**config.mk**
```make
export PLATFORM = sky130hd
export DESIGN_NAME = riscv_trap_ctrl
export DESIGN_NICKNAME = d
export VERILOG_FILES = /design/src/rtl/riscv_trap_ctrl.sv
export SDC_FILE = /design/constraint.sdc
export NUM_CORES = 1
export LEC_CHECK = 0
export BUFFER_PORTS_ARGS = -buffer_cell sky130_fd_sc_hd__buf_4
export CELL_PAD_IN_SITES_DETAIL_PLACEMENT = 0
export CELL_PAD_IN_SITES_GLOBAL_PLACEMENT = 1
export CORE_UTILIZATION = 31
export CTS_CLUSTER_DIAMETER = 120
export DETAILED_ROUTE_END_ITERATION = 12
export PLACE_DENSITY = 0.84
export SETUP_SLACK_MARGIN = 0.05
export SLEW_MARGIN = 30
export SYNTH_ARGS = -nofsm -noshare
export SYNTH_HDL_FRONTEND = slang
export SYNTH_SLANG_ARGS = --single-unit
```
**constraint.sdc**
```tcl
create_clock -name clk -period 2.2 [get_ports clk]
set_input_delay 0.22 -clock clk [delete_from_list [all_inputs] [get_ports clk]]
set_output_delay 0.22 -clock clk [all_outputs]
set_load 0.02 [all_outputs]
```
**src/rtl/riscv_trap_ctrl.sv**
```systemverilog
// Machine-mode trap sequencer: arbitrates the single CSR port between pipeline
// CSR instructions and multi-cycle exception/interrupt/mret update sequences.
module riscv_trap_ctrl #(
    parameter int WORD_LENGTH = 32
) (
    input  logic                   clk,
    input  logic                   rst,
    input  logic                   exc_valid,
    input  logic [3:0]             exc_cause,
    input  logic [WORD_LENGTH-1:0] exc_pc,
    input  logic [WORD_LENGTH-1:0] exc_tval,
    input  logic                   mret_valid,
    input  logic                   irq_ext,
    input  logic [WORD_LENGTH-1:0] cur_pc,
    input  logic                   pipe_csr_we,
    input  logic [WORD_LENGTH-1:0] pipe_csr_addr,
    input  logic [WORD_LENGTH-1:0] pipe_csr_wdata,
    output logic [WORD_LENGTH-1:0] pipe_csr_rdata,
    output logic                   csr_write_en,
    output logic [WORD_LENGTH-1:0] csr_addr,
    output logic [WORD_LENGTH-1:0] csr_data,
    input  logic [WORD_LENGTH-1:0] csr_rdata,
    output logic                   stall,
    output logic                   redirect_valid,
    output logic [WORD_LENGTH-1:0] redirect_pc
);

    // state   | meaning
    // IDLE    | pass-through of pipeline CSR traffic, watching for events
    // T_EPC   | trap: write mepc
    // T_CAUSE | trap: write mcause
    // T_TVAL  | trap: write mtval
    // T_STAT  | trap: mstatus read-modify-write (MPIE<-MIE, MIE<-0, MPP<-3)
    // T_VEC   | trap: read mtvec, redirect to handler
    // R_STAT  | mret: mstatus read-modify-write (MIE<-MPIE, MPIE<-1, MPP<-3)
    // R_EPC   | mret: read mepc, redirect to return address
    typedef enum logic [2:0] {
        IDLE, T_EPC, T_CAUSE, T_TVAL, T_STAT, T_VEC, R_STAT, R_EPC
    } state_t;

    localparam logic [WORD_LENGTH-1:0] ADDR_MSTATUS = WORD_LENGTH'(32'h300);
    localparam logic [WORD_LENGTH-1:0] ADDR_MTVEC   = WORD_LENGTH'(32'h305);
    localparam logic [WORD_LENGTH-1:0] ADDR_MEPC    = WORD_LENGTH'(32'h341);
    localparam logic [WORD_LENGTH-1:0] ADDR_MCAUSE  = WORD_LENGTH'(32'h342);
    localparam logic [WORD_LENGTH-1:0] ADDR_MTVAL   = WORD_LENGTH'(32'h343);
    localparam logic [WORD_LENGTH-1:0] CAUSE_MEI    = {1'b1, {(WORD_LENGTH-5){1'b0}}, 4'hB};
    localparam logic [WORD_LENGTH-1:0] VEC_OFFSET   = WORD_LENGTH'(44);

    state_t                 state_q, state_d;
    logic                   mie_q, mie_d;
    logic                   irq_q, irq_d;
    logic [WORD_LENGTH-1:0] epc_q, epc_d;
    logic [WORD_LENGTH-1:0] cause_q, cause_d;
    logic [WORD_LENGTH-1:0] tval_q, tval_d;
    logic [WORD_LENGTH-1:0] redirect_pc_q, redirect_pc_d;

    logic                   we_c;
    logic                   stall_c;
    logic                   redir_c;
    logic                   irq_take;
    logic [WORD_LENGTH-1:0] mstatus_upd;
    logic [WORD_LENGTH-1:0] base;

    assign irq_take = irq_ext && mie_q && !pipe_csr_we;
    assign base     = {csr_rdata[WORD_LENGTH-1:2], 2'b00};

    always_comb begin
        state_d       = state_q;
        mie_d         = mie_q;
        irq_d         = irq_q;
        epc_d         = epc_q;
        cause_d       = cause_q;
        tval_d        = tval_q;
        redirect_pc_d = redirect_pc_q;
        we_c          = 1'b0;
        stall_c       = 1'b1;
        redir_c       = 1'b0;
        csr_addr      = pipe_csr_addr;
        csr_data      = pipe_csr_wdata;
        mstatus_upd   = csr_rdata;
        case (state_q)
            IDLE: begin
                stall_c = 1'b0;
                we_c    = pipe_csr_we;
                if (exc_valid) begin
                    stall_c = 1'b1;
                    we_c    = 1'b0;
                    epc_d   = exc_pc;
                    cause_d = {{(WORD_LENGTH-4){1'b0}}, exc_cause};
                    tval_d  = exc_tval;
                    irq_d   = 1'b0;
                    state_d = T_EPC;
                end else if (mret_valid) begin
                    stall_c = 1'b1;
                    we_c    = 1'b0;
                    state_d = R_STAT;
                end else if (irq_take) begin
                    stall_c = 1'b1;
                    epc_d   = cur_pc;
                    cause_d = CAUSE_MEI;
                    tval_d  = '0;
                    irq_d   = 1'b1;
                    state_d = T_EPC;
                end else if (pipe_csr_we && pipe_csr_addr == ADDR_MSTATUS) begin
                    mie_d = pipe_csr_wdata[3];
                end
            end
            T_EPC: begin
                we_c     = 1'b1;
                csr_addr = ADDR_MEPC;
                csr_data = epc_q;
                state_d  = T_CAUSE;
            end
            T_CAUSE: begin
                we_c     = 1'b1;
                csr_addr = ADDR_MCAUSE;
                csr_data = cause_q;
                state_d  = T_TVAL;
            end
            T_TVAL: begin
                we_c     = 1'b1;
                csr_addr = ADDR_MTVAL;
                csr_data = tval_q;
                state_d  = T_STAT;
            end
            T_STAT: begin
                mstatus_upd[7]     = csr_rdata[3];
                mstatus_upd[3]     = 1'b0;
                mstatus_upd[12:11] = 2'b11;
                we_c     = 1'b1;
                csr_addr = ADDR_MSTATUS;
                csr_data = mstatus_upd;
                mie_d    = 1'b0;
                state_d  = T_VEC;
            end
            T_VEC: begin
                csr_addr = ADDR_MTVEC;
                csr_data = '0;
                redir_c  = 1'b1;
                // Only interrupts are vectored; exceptions always land on the base.
                if (irq_q && csr_rdata[1:0] == 2'b01) begin
                    redirect_pc_d = base + VEC_OFFSET;
                end else begin
                    redirect_pc_d = base;
                end
                state_d = IDLE;
            end
            R_STAT: begin
                mstatus_upd[3]     = csr_rdata[7];
                mstatus_upd[7]     = 1'b1;
                mstatus_upd[12:11] = 2'b11;
                we_c     = 1'b1;
                csr_addr = ADDR_MSTATUS;
                csr_data = mstatus_upd;
                mie_d    = csr_rdata[7];
                state_d  = R_EPC;
            end
            R_EPC: begin
                csr_addr      = ADDR_MEPC;
                csr_data      = '0;
                redir_c       = 1'b1;
                redirect_pc_d = base;
                state_d       = IDLE;
            end
            default: begin
                state_d = IDLE;
            end
        endcase
    end

    // Outputs are masked during rst so a reset edge never commits a CSR write.
    assign csr_write_en   = we_c && !rst;
    assign stall          = stall_c && !rst;
    assign redirect_valid = redir_c && !rst;
    assign redirect_pc    = redirect_valid ? redirect_pc_d : redirect_pc_q;
    assign pipe_csr_rdata = csr_rdata;

    always_ff @(posedge clk) begin
        if (rst) begin
            state_q       <= IDLE;
            mie_q         <= 1'b0;
            irq_q         <= 1'b0;
            epc_q         <= '0;
            cause_q       <= '0;
            tval_q        <= '0;
            redirect_pc_q <= '0;
        end else begin
            state_q       <= state_d;
            mie_q         <= mie_d;
            irq_q         <= irq_d;
            epc_q         <= epc_d;
            cause_q       <= cause_d;
            tval_q        <= tval_d;
            redirect_pc_q <= redirect_pc_d;
        end
    end

endmodule

```
==> summary by stage <==
Status
The run finished, with violations left. The final reports fail on negative setup slack.

Route
The final antenna-violating net count is 0. The total via count after detailed routing is a little over 7k. The detailed router finished its first iteration with 374 violations. The detailed-route vias per instance is between 4 and 5. The final routed DRC violation total is 0.

The average wire per cell in the routed design is 17.6 um. The total wirelength of the detailed-routed design is ~25 mm. The length of the first detailed-routing pass in iterations is 7.

Timing
The final number of hold-violating endpoints was 0. At the pin with the least slew margin, the transition time is about 0.67 ns. The count of final setup violators is 6. Setup repair after global routing could not meet its margin everywhere.

Subtracting the final worst setup slack from the clock period gives between 2 and 2.5 ns. The tightest slew margin relative to the limit is 0.552. The highest attainable clock frequency is approximately 450 MHz. The worst-case clock skew is between 0.007 and 0.008 ns. The final worst setup slack is -0.0347 ns. The sum of negative setup slack is -0.118 ns. Of the available clock period, the critical path in the final layout requires 1.02. The number of max-slew violations in the final report was 0.

Min path
The worst hold path belongs to the class input port to register.

Worst setup path
Along the worst path, the maximum fanout reaches 7. The data required time at the worst endpoint is 1.98 ns. The capture point of the worst path is redirect_pc[28]. At the worst endpoint, the arrival time is around 2 ns.

For the worst flop-to-flop path, the logic depth is 7. STA classifies the critical path startpoint as a register. In this run the critical register-to-register path is captured at mie_q. The worst register-to-register path begins at state_q[1].

STA classifies the critical path endpoint as an output pin. Tracing the worst setup path back leads to its startpoint at state_q[1]. The worst-case register-to-register setup slack is 0.32 ns. The critical path is of the register to output pin type.

Placement
The number of I/O port buffers is between 300 and 400. The cell area after placement is 9070 um2. The HPWL after detailed placement is approximately 19 mm. The final weighted congestion in routability-driven placement is 0.845.

Clock tree
The H-tree generated during clock tree synthesis spans 3 levels. Counting the buffers created by CTS gives 9. The clock-pin slew reported for the worst setup and hold paths after clock tree synthesis is roughly 0.080 ns. Hold repair after CTS inserted 0 buffers. The clock tree from TritonCTS is yes. At the later pin of the worst-skew pair, clock insertion delay measures 0.36 ns. The clock drives 105 sinks. No sink is reached through more buffers than the 2 on the longest clock path. The root buffer cell chosen for the clock tree is sky130_fd_sc_hd__clkbuf_16.

Yosys
The netlist area before placement is ~6500 um2. The number of register bits inferred by synthesis is 105. Ranked by total cell area, the synthesized netlist is headed by sky130_fd_sc_hd__dfxtp_1 (33%), sky130_fd_sc_hd__nor2_1 (9.8%), sky130_fd_sc_hd__a211oi_1 (7.1%), sky130_fd_sc_hd__mux2i_1 (5.9%), sky130_fd_sc_hd__a21oi_1 (4.9%). The post-synthesis net count is between 1k and 1.5k.

After technology mapping, the gate count stands at ~900. The proportion of netlist area held by the largest area contributor is 0.326. In this run, synthesis inferred 0 flip-flops with an integrated enable.

Each instance of the synthesized netlist takes up on average between 7 and 8 um2. Counting flops with an async set or reset pin after synthesis yields a share of 0. The cell taking the most area after synthesis is sky130_fd_sc_hd__dfxtp_1.

The synthesized netlist contains 45 unique library cells. During synthesis, Yosys emitted a total of 0 warnings. The main flop type after synthesis is sky130_fd_sc_hd__dfxtp_1. The sequential cell area fraction in the yosys report is 0.326.

Power
The ratio of total power to cell area is between 600 and 700 nW/um2. The leakage power of the design is roughly 4.4 nW. The worst-case vdd ir drop is ~0.00033 V.

Die
The boundary pin count is roughly 330. The die is 146 um wide. The placeable core region is a little over 20000 um2. The row count is 52.

The initial cell density of the core is 0.318. The full die area is 21400 um2. The die is 146 um tall.

Global routing
The peak-usage layer in the global routing report is met2. The number of antenna violations at the first check in global routing is 0. In the global route stage, met1 resource usage came out at 0.324. The number of global-route vias before repair is about 6.9k. For this run, global-route usage on met2 was measured as 0.363. The largest net degree at the start of global routing is just under 70. For this run, global-route usage on met3 was measured as 0.0375. The first global-routing pass estimated just under 40 mm of wire. The total routing usage reported by global routing is 0.230.

Global routing finished with a remaining overflow of 0.

Run
The total of max-cap violations is 0.

Layout
For this run, the post-layout net count is approximately 1.4k. The synthesis-to-layout area growth is 55.9%. The share of the core filled with cells is 0.496. The number of antenna repair diodes is 0. The post-route cell area is just over 10000 um2. The final-layout fill cell count is slightly above 2k. In the final layout, the share of cells above drive strength 1 is 0.410.
[registers in the layout (all words and copies together) (netlist names)]
register	cells
cause_q	5
state_q	3
tval_q	32
redirect_pc_q	32
epc_q	32
mie_q	1
[power breakdown]
| part | switching, W | internal (W) | total (W) | leakage [nW] |
|---|---|---|---|---|
| registers | 0.000114 | 0.00208 | 0.00219 | 0.861 |
| logic | 0.00169 | 0.00136 | 0.00305 | 3.35 |
| clock network | 0.000828 | 0.000806 | 0.00163 | 0.144 |
| total | 0.00263 | 0.00424 | 0.00688 | 4.35 |
[cell usage after synthesis, types with 4 or more instances]
library cell,n
sky130_fd_sc_hd__buf_2,9
sky130_fd_sc_hd__nor2b_1,4
sky130_fd_sc_hd__and2_1,37
sky130_fd_sc_hd__inv_1,8
sky130_fd_sc_hd__nand2b_1,6
sky130_fd_sc_hd__xnor2_1,7
sky130_fd_sc_hd__and3_1,4
sky130_fd_sc_hd__mux2i_1,38
sky130_fd_sc_hd__a211oi_2,4
sky130_fd_sc_hd__a21oi_1,63
sky130_fd_sc_hd__nor3_1,8
sky130_fd_sc_hd__nand2_1,77
sky130_fd_sc_hd__and4_1,5
sky130_fd_sc_hd__dfxtp_1,105
sky130_fd_sc_hd__a22oi_1,33
sky130_fd_sc_hd__a211oi_1,61
sky130_fd_sc_hd__nand4_1,12
sky130_fd_sc_hd__nor4_1,6
sky130_fd_sc_hd__xor2_1,22
sky130_fd_sc_hd__clkbuf_1,58
sky130_fd_sc_hd__buf_4,33
sky130_fd_sc_hd__o21ai_0,61
sky130_fd_sc_hd__nand3_1,12
sky130_fd_sc_hd__nor2_1,169
[cells in the final DEF (no fill, tap or decap), types with 3 or more instances in the layout]
cell type and instances:
sky130_fd_sc_hd__buf_4 369, sky130_fd_sc_hd__nor2_1 166, sky130_fd_sc_hd__dfxtp_1 101, sky130_fd_sc_hd__nand2_1 74, sky130_fd_sc_hd__a211oi_1 58, sky130_fd_sc_hd__a21oi_1 43, sky130_fd_sc_hd__mux2i_1 38, sky130_fd_sc_hd__and2_1 34
sky130_fd_sc_hd__a22oi_1 33, sky130_fd_sc_hd__o21ai_1 31, sky130_fd_sc_hd__o21ai_0 23, sky130_fd_sc_hd__a21oi_2 20, sky130_fd_sc_hd__xor2_1 19, sky130_fd_sc_hd__clkbuf_16 13, sky130_fd_sc_hd__nand4_1 12, sky130_fd_sc_hd__nand3_1 10
sky130_fd_sc_hd__buf_12 10, sky130_fd_sc_hd__o21ai_2 8, sky130_fd_sc_hd__nor3_1 8, sky130_fd_sc_hd__inv_1 7, sky130_fd_sc_hd__a211oi_2 7, sky130_fd_sc_hd__nor4_1 6, sky130_fd_sc_hd__buf_6 6, sky130_fd_sc_hd__nand2b_1 5
sky130_fd_sc_hd__and4_1 4, sky130_fd_sc_hd__and3_1 4, sky130_fd_sc_hd__xnor2_1 4, sky130_fd_sc_hd__inv_6 4, sky130_fd_sc_hd__and2_4 3, sky130_fd_sc_hd__xor2_2 3, sky130_fd_sc_hd__xnor2_2 3, sky130_fd_sc_hd__dfxtp_2 3
[per-stage QoR]
| step | setup WS (ns) | total power [W] | cells | hold WS, ns |
|---|---|---|---|---|
| 2_1_floorplan | 0.120 | 0.00373 | 876 | 0.368 |
| 3_3_place_gp | 0.183 | 0.00498 | 1403 | 0.431 |
| 3_5_place_dp | 0.139 | 0.00500 | 1403 | 0.436 |
| 4_1_cts | -0.0726 | 0.00671 | 1432 | 0.0752 |
| 5_1_grt | -0.151 | 0.00725 | 1451 | 0.0898 |
| 6_report | -0.0347 | 0.00688 | 1451 | 0.0918 |
[kinds of logic (layout without fill, tap and decap cells)]
| kind of cell | Yosys count | after routing | synth area share |
|---|---|---|---|
| buffers and inverters | 115 | 419 | 0.0913 |
| and+or+nand+nor | 351 | 352 | 0.249 |
| muxes | 41 | 41 | 0.0659 |
| adders and majority gates | 1 | 1 | 0.00194 |
| xor gates and xnor gates | 29 | 29 | 0.0394 |
| DFF | 105 | 105 | 0.326 |
| AOI/OAI and AO/OA | 234 | 234 | 0.227 |
[metal layers]
layer,wire (um),vias up
li1,-,3639
met3,1330,27
met4,320,0
met2,11700,262
met5,0,-
met1,12100,3321
[how the worst min path moves through the flow]
stage / start / to / slack (ns) / cells past startpoint
2_1_floorplan: exc_cause[2] / cause_q[2] / 0.37 / 2
3_3_place_gp: redirect_pc_q[11] / redirect_pc_q[11] / 0.43 / 2
3_5_place_dp: redirect_pc_q[11] / redirect_pc_q[11] / 0.44 / 2
4_1_cts: exc_tval[13] / tval_q[13] / 0.08 / 3
5_1_grt: exc_tval[11] / tval_q[11] / 0.09 / 3
6_report: exc_tval[29] / tval_q[29] / 0.09 / 3
[cell type report]
class	count	area, um2	area share
Multi-Input combinational cell	657	4040	0.402
Timing Repair Buffer	393	3230	0.321
Sequential cell	105	2110	0.210
Tap cell	270	338	0.0336
Clock buffer	10	229	0.0228
Clock inverter	6	67.6	0.00672
Inverter	9	40.0	0.00398
Timing Repair inverter	1	7.51	0.000746
[worst max-delay path: stages, from the launching register on]
cell	delay, ns
sky130_fd_sc_hd__dfxtp_2	0.32
sky130_fd_sc_hd__and4bb_4	0.33
sky130_fd_sc_hd__and4_4	0.28
sky130_fd_sc_hd__buf_16	0.13
sky130_fd_sc_hd__nand4_1	0.10
sky130_fd_sc_hd__xor2_1	0.19
sky130_fd_sc_hd__o21ai_1	0.14
sky130_fd_sc_hd__buf_4	0.16
[repair_timing]
action | 4_1_cts | 5_1_grt
endpoints found under the setup margin | 54 | 65
buffers inserted | 11 | 14
cloned | 2 | 6
gates resized for setup | 55 | 68
pin swaps | 25 | 36
No activity file was read; power rests on OpenSTA's default activity.
